`src/rtl/lcd_timing_pkg.sv`:
```
// Shared timing constants for the 480x272 RGB panel and its reduced simulation variant.
// Also used by the downstream character pixel generator.
package lcd_timing_pkg;

  localparam int unsigned H_ACTIVE = 480;
  localparam int unsigned H_FRONT  = 2;
  localparam int unsigned H_SYNC   = 41;
  localparam int unsigned H_BACK   = 2;
  localparam int unsigned V_ACTIVE = 272;
  localparam int unsigned V_FRONT  = 2;
  localparam int unsigned V_SYNC   = 10;
  localparam int unsigned V_BACK   = 2;

  localparam int unsigned H_TOTAL = H_ACTIVE + H_FRONT + H_SYNC + H_BACK;
  localparam int unsigned V_TOTAL = V_ACTIVE + V_FRONT + V_SYNC + V_BACK;

  localparam int unsigned SCREEN_WIDTH  = H_ACTIVE;
  localparam int unsigned SCREEN_HEIGHT = V_ACTIVE;

  // Reduced geometry so a full frame fits in a short simulation.
  localparam int unsigned SIM_H_ACTIVE = 64;
  localparam int unsigned SIM_H_FRONT  = 2;
  localparam int unsigned SIM_H_SYNC   = 1;
  localparam int unsigned SIM_H_BACK   = 2;
  localparam int unsigned SIM_V_ACTIVE = 32;
  localparam int unsigned SIM_V_FRONT  = 2;
  localparam int unsigned SIM_V_SYNC   = 1;
  localparam int unsigned SIM_V_BACK   = 2;

  localparam int unsigned CLK_DIV      = 10;
  localparam int unsigned PIPE_LATENCY = 4;

  localparam int unsigned POS_X_W = 10;
  localparam int unsigned POS_Y_W = 9;

  typedef struct packed {
    logic               de;
    logic               hsync_n;
    logic               vsync_n;
    logic [POS_X_W-1:0] x;
    logic [POS_Y_W-1:0] y;
  } lcd_timing_t;

  localparam lcd_timing_t TIMING_RST = '{de: 1'b0, hsync_n: 1'b1, vsync_n: 1'b1,
                                         x: '0, y: '0};

endpackage

```
`src/rtl/lcd_timing_gen_sync_counter.sv`:
```
// Wrap counter 0..TOTAL-1 advancing on en_i; resets to TOTAL-1 so the first
// enabled step lands on 0. Exposes the next value and the wrap strobe combinationally.
module sync_counter
  import lcd_timing_pkg::*;
#(
  parameter int unsigned TOTAL = 2,
  parameter int unsigned W     = 1
) (
  input  logic         clk,
  input  logic         rst_n,
  input  logic         en_i,
  output logic [W-1:0] cnt_next_c_o,
  output logic         wrap_c_o
);

  localparam logic [W-1:0] LAST = W'(TOTAL - 1);

  logic [W-1:0] cnt_q, cnt_d;
  logic         wrap_c;

  always_comb begin
    cnt_d  = cnt_q;
    wrap_c = 1'b0;
    if (en_i) begin
      if (cnt_q == LAST) begin
        cnt_d  = '0;
        wrap_c = 1'b1;
      end else begin
        cnt_d = cnt_q + W'(1);
      end
    end
  end

  always_ff @(posedge clk or negedge rst_n) begin
    if (!rst_n) cnt_q <= LAST;
    else        cnt_q <= cnt_d;
  end

  assign cnt_next_c_o = cnt_d;
  assign wrap_c_o     = wrap_c;

endmodule

```
`src/rtl/lcd_timing_gen.sv`:
```
// RGB panel timing generator: divides clk into lcd_dclk and produces registered
// hsync/vsync/DE, pixel position and line/frame start strobes on each dclk falling edge.
module lcd_timing_gen
  import lcd_timing_pkg::*;
#(
  parameter bit SIM = 1'b0
) (
  input  logic               clk,
  input  logic               rst_n,
  output logic [POS_X_W-1:0] pos_x,
  output logic [POS_Y_W-1:0] pos_y,
  output logic               lcd_dclk,
  output logic               lcd_hsync,
  output logic               lcd_vsync,
  output logic               lcd_de,
  output logic               frame_start,
  output logic               line_start
);

  localparam int unsigned HA = SIM ? SIM_H_ACTIVE : H_ACTIVE;
  localparam int unsigned HF = SIM ? SIM_H_FRONT  : H_FRONT;
  localparam int unsigned HS = SIM ? SIM_H_SYNC   : H_SYNC;
  localparam int unsigned HB = SIM ? SIM_H_BACK   : H_BACK;
  localparam int unsigned VA = SIM ? SIM_V_ACTIVE : V_ACTIVE;
  localparam int unsigned VF = SIM ? SIM_V_FRONT  : V_FRONT;
  localparam int unsigned VS = SIM ? SIM_V_SYNC   : V_SYNC;
  localparam int unsigned VB = SIM ? SIM_V_BACK   : V_BACK;
  localparam int unsigned HT = HA + HF + HS + HB;
  localparam int unsigned VT = VA + VF + VS + VB;

  localparam int unsigned PH_W = $clog2(CLK_DIV);
  localparam int unsigned XW   = POS_X_W;
  localparam int unsigned YW   = POS_Y_W;

  logic [PH_W-1:0] phase_q, phase_d;
  logic            dclk_q, dclk_d;
  logic            adv_c;
  logic [XW-1:0]   h_next_c;
  logic [YW-1:0]   v_next_c;
  logic            h_wrap_c, v_wrap_c;
  lcd_timing_t     tim_q, tim_d;
  logic            frame_start_q, frame_start_d;
  logic            line_start_q, line_start_d;

  // Advance edge: phase wraps to 0, which is also the dclk falling edge.
  assign adv_c = (phase_q == PH_W'(CLK_DIV - 1));

  always_comb begin
    phase_d = adv_c ? '0 : phase_q + PH_W'(1);
    dclk_d  = (phase_d >= PH_W'(CLK_DIV / 2));
  end

  sync_counter #(.TOTAL(HT), .W(XW)) u_h_cnt (
    .clk          (clk),
    .rst_n        (rst_n),
    .en_i         (adv_c),
    .cnt_next_c_o (h_next_c),
    .wrap_c_o     (h_wrap_c)
  );

  sync_counter #(.TOTAL(VT), .W(YW)) u_v_cnt (
    .clk          (clk),
    .rst_n        (rst_n),
    .en_i         (h_wrap_c),
    .cnt_next_c_o (v_next_c),
    .wrap_c_o     (v_wrap_c)
  );

  // Decode the upcoming position; held for a whole dclk period between advance edges.
  always_comb begin
    tim_d         = tim_q;
    frame_start_d = 1'b0;
    line_start_d  = 1'b0;
    if (adv_c) begin
      tim_d.de      = (h_next_c < XW'(HA)) && (v_next_c < YW'(VA));
      tim_d.hsync_n = !((h_next_c >= XW'(HA + HF)) && (h_next_c < XW'(HA + HF + HS)));
      tim_d.vsync_n = !((v_next_c >= YW'(VA + VF)) && (v_next_c < YW'(VA + VF + VS)));
      tim_d.x       = tim_d.de ? h_next_c : '0;
      tim_d.y       = tim_d.de ? v_next_c : '0;
      line_start_d  = h_wrap_c;
      frame_start_d = h_wrap_c && v_wrap_c;
    end
  end

  always_ff @(posedge clk or negedge rst_n) begin
    if (!rst_n) begin
      phase_q       <= '0;
      dclk_q        <= 1'b0;
      tim_q         <= TIMING_RST;
      frame_start_q <= 1'b0;
      line_start_q  <= 1'b0;
    end else begin
      phase_q       <= phase_d;
      dclk_q        <= dclk_d;
      tim_q         <= tim_d;
      frame_start_q <= frame_start_d;
      line_start_q  <= line_start_d;
    end
  end

  assign lcd_dclk    = dclk_q;
  assign lcd_de      = tim_q.de;
  assign lcd_hsync   = tim_q.hsync_n;
  assign lcd_vsync   = tim_q.vsync_n;
  assign pos_x       = tim_q.x;
  assign pos_y       = tim_q.y;
  assign frame_start = frame_start_q;
  assign line_start  = line_start_q;

endmodule

```
`config.mk`:
```
export PLATFORM = sky130hd
export DESIGN_NAME = lcd_timing_gen
export DESIGN_NICKNAME = d
export VERILOG_FILES = /design/src/rtl/lcd_timing_pkg.sv /design/src/rtl/lcd_timing_gen_sync_counter.sv /design/src/rtl/lcd_timing_gen.sv
export SDC_FILE = /design/constraint.sdc
export NUM_CORES = 1
export LEC_CHECK = 0
export CORE_MARGIN = 2
export CORE_UTILIZATION = 50
export DETAILED_ROUTE_END_ITERATION = 10
export DONT_BUFFER_PORTS = 1
export SETUP_SLACK_MARGIN = 0.15
export SLEW_MARGIN = 20
export SYNTH_ARGS = -nofsm -noshare
export SYNTH_HDL_FRONTEND = slang
export SYNTH_SLANG_ARGS = --single-unit
```
`constraint.sdc`:
```
create_clock -name clk -period 7.5 [get_ports clk]
set_clock_uncertainty 0.1 [all_clocks]
set_input_delay 0.375 -clock clk [delete_from_list [all_inputs] [get_ports clk]]
set_output_delay 0.375 -clock clk [all_outputs]
set_load 0.01 [all_outputs]
```
==> metrics.md <==
| Metric | Value |
|---|---|
| Largest net degree at the start of global routing | `49` |
| Area Growth Syn to Fin | `7.16%` |
| Post-Syn Area | `2580 um2` |
| Vias in the first global route | `1,820` |
| Ant diodes | `0` |
| Post-synth ARST share | `100%` |
| Die H | `75.9 um` |
| Normalized max-slew margin | `46.4%` |
| Critical path endpoint category | `flip-flop` |
| CP most frequent cell | `nand2_1` |
| Cells after synthesis | `262` |
| Worst Path Required | `7.56 ns` |
| Fmax | `289 MHz` |
| RSZ-0062 raised after global routing | `false` |
| Num CTS Buffers | `5` |
| Final instance area | `2770 um2` |
| Arrival @ worst endpoint | `3.52 ns` |
| Synth Area in XOR/XNOR | `4.07%` |
| Final setup violation count | `0` |
| Worst-skew pair later-pin latency | `0.30 ns` |
| Number of enable flip-flop cells after synthesis | `0` |
| R2r setup slk | `4.04 ns` |
| DRT antenna net count | `0` |
| PostCTS Resize Cnt | `0` |
| Synth unique cells | `56` |
| Max capacitance violation total | `0` |
| Period utilisation layout | `46.1%` |
| Register area share after synthesis | `47.0%` |
| Hold depth | `2` |
| Worst r2r path cells | `9` |
| Grt met3 use | `5.71%` |
| Worst vdd ir | `0.112 mV` |
| Max incr delay on CP | `0.88 ns` |
| CTS clk-pin slew, worst paths | `0.09 ns` |
| Power per standard cell area | `175 nW/um2` |
| Initial DRT Pass Iterations | `4` |
| Row cnt | `26` |
| Kind of critical path | `reg2reg` |
| Syn avg cell area | `9.87 um2` |
| Initial antenna violation count | `0` |
| Slowest-stage cell, CP | `nor4_2` |
| Fin crit period | `3.46 ns` |
| Ports | `27` |
| Via density per instance | `5.65` |
| Adder-cell share of the synthesized area | `3.39%` |
| Initial core utilization | `51.3%` |
| Fin. Hold Viols | `0` |
| Worst Tran Pin Value | `0.798 ns` |
| Gr busiest metal | `met2` |
| Drt drc | `0` |
| Root buf cell | `clkbuf_8` |
| WL final | `5.31 mm` |
| Largest family of logic cells by synthesized area | `simple AND/OR/NAND/NOR gates` |
| Most common cell after layout, fill and taps aside | `nand2_1` |
| Mux cell area share after synthesis | `0.774%` |
| GRT overflow | `0` |
| First DRT Iteration DRCs | `145` |
| Status | `finished, final reports clean` |
| YS warnings | `0` |
| Port Buf Inserts | `0` |
| H-tree lvl count | `2` |
| Startpoint types | `flip-flop` |
| Detailed placement HPWL | `3.64 mm` |
| Top FF cell, synth | `dfrtp_1` |
| Post-synthesis compound-gate area fraction | `16.2%` |
| Lkg Pwr | `1.16 nW` |
| Crit-path leading delay family | `simple AND/OR/NAND/NOR gates` |
| Final Net Count | `269` |
| Max-slew violations | `0` |
| Placed inst area | `2600 um2` |
| First-pass GRT wire length | `9.14 mm` |
| Clock buffer depth | `2` |
| Worst r2r dst | `pos_y[0]` |
| Register bit total from synthesis | `48` |
| Vias | `1,870` |
| Clk sinks | `48` |
| Worst Hold Class | `reg2reg` |
| WHS Endpoint | `lcd_hsync` |
| Setup TNS | `0 ns` |
| PnR worst setup slack | `4.04 ns` |
| Critical path peak fanout | `17` |
| Layout cell share with drive strength beyond 1 | `16.1%` |
| Post-synthesis simple-gate area fraction | `24.1%` |
| Worst r2r src | `phase_q[1]` |
| Most frequent cells in the layout | `nand2_1 (55), dfrtp_1 (38), o21ai_0 (12), nor2_1 (12), o21ai_2 (11)` |
| Die Wd | `75.9 um` |
| Pre-CTS WS | `4.02 ns` |
| Met1 usage | `28.3%` |
| Placer Congestion | `0.899` |
| Cell Chain, Critical Path | `inv_1 -> ha_1 -> nand3b_1 -> nor4_2 -> nand2_1 -> nand2_1 -> a21oi_2 -> o21ai_4 -> o21ai_0` |
| DIE AREA | `5760 um2` |
| Crit. path cell count | `9` |
| Core area | `5040 um2` |
| CTS tree | `built` |
| Hold Crit Start | `lcd_hsync` |
| Tot GR Track Use | `19.7%` |
| Wire length per cell | `16.0 um` |
| WP buf/inv | `1` |
| Mapped Nets | `271` |
| GR met2 Demand/Resource | `28.9%` |
==> kinds of logic after synthesis <==
logic type                 Yosys count
AOI/OAI and AO/OA                   53
xor gates and xnor gates            12
adders and majority gates            7
buffers and inverters               22
DFF                                 48
muxes                                2
and+or+nand+nor                    118
==> metrics by stage <==
step	std cells	power, mW	util (%)	hold slack, ns
3_5_place_dp	321	0.264	51.6	-0.0193
6_report	331	0.485	54.9	0.412
5_1_grt	331	0.505	54.9	0.433
3_3_place_gp	321	0.264	51.6	-0.0192
4_1_cts	331	0.490	54.9	0.423
2_1_floorplan	262	0.264	-	-0.0206
==> worst register-to-register path: stages (launching register included) <==
cell and delay [ns]:
dfrtp_1 0.40, inv_1 0.09, ha_1 0.22, nand3b_1 0.51, nor4_2 0.88, nand2_1 0.19, nand2_1 0.16, a21oi_2 0.08
o21ai_4 0.51, o21ai_0 0.18
==> metal layers <==
layer  wire length (um)  part of all wire [%]
met1               2590                    49
met2               2360                    44
met3                336                   6.3
met4                 27                  0.51
met5                  0                     0
==> worst max-delay path by stage <==
stage / start / endpoint / slack (ns)
after CTS: phase_q[1] / pos_y[1] / 3.99
after global routing: phase_q[1] / pos_y[0] / 3.64
after floorplan: phase_q[1] / lcd_de / 4.90
after detailed placement: phase_q[1] / pos_y[1] / 4.02
after global placement: phase_q[1] / pos_y[0] / 4.13
final: phase_q[1] / pos_y[0] / 4.04
==> flip-flops by register name, indices dropped and copies added (netlist names) <==
register,flops
frame_start,1
lcd_dclk,1
phase_q,4
u_v_cnt.cnt_q,9
pos_x,10
lcd_hsync,1
pos_y,9
lcd_de,1
u_h_cnt.cnt_q,10
lcd_vsync,1
line_start,1
==> what timing repair did <==
action / 4_1_cts / 5_1_grt
hold buffers: 2 / 0
endpoints found under the hold margin: 48 / 0
setup buffers: 0 / 0
==> cells in the mapped netlist (2+ instances only) <==
cell type  instances  area share, %
clkbuf_1           6           0.87
o21a_1             2           0.58
nand4b_1           3            1.0
nand2_1           55            8.0
nand3b_1           2           0.58
and3_1             3           0.73
nand4_1            7            1.7
inv_1             10            1.5
nor4_1             3           0.73
ha_1               7            3.4
buf_6              2           0.87
buf_2              3           0.58
xor2_1             7            2.4
nor2_1            12            1.7
o31ai_1            6            1.7
o21ai_0           12            2.3
and2_1             5            1.2
dfrtp_1           38             37
and3b_1            2           0.68
nor3_1             5           0.97
xnor2_1            5            1.7
o21ai_2           11            3.7
nand3_1            6            1.2
mux2i_1            2           0.77
a21oi_1            6            1.2
or3_1              2           0.48
dfstp_2           10             10
a32o_1             2           0.77
==> where the power goes <==
group	total, mW	internal, mW	switching, mW
Combinational	0.00704	0.00185	0.00519
Sequential	0.259	0.259	0
Clock	0.219	0.133	0.0861
==> final cells by class <==
class	count	area (um2)
fillers	460	2270
multi-input cells	192	1250
well taps	70	87.6
clock buffers	6	72.6
inverters	10	37.5
clock inverters	2	60.1
flip-flops and latches	48	1210
repair buffers	3	45.0
Note: power is estimated with default switching activity, not from simulation.
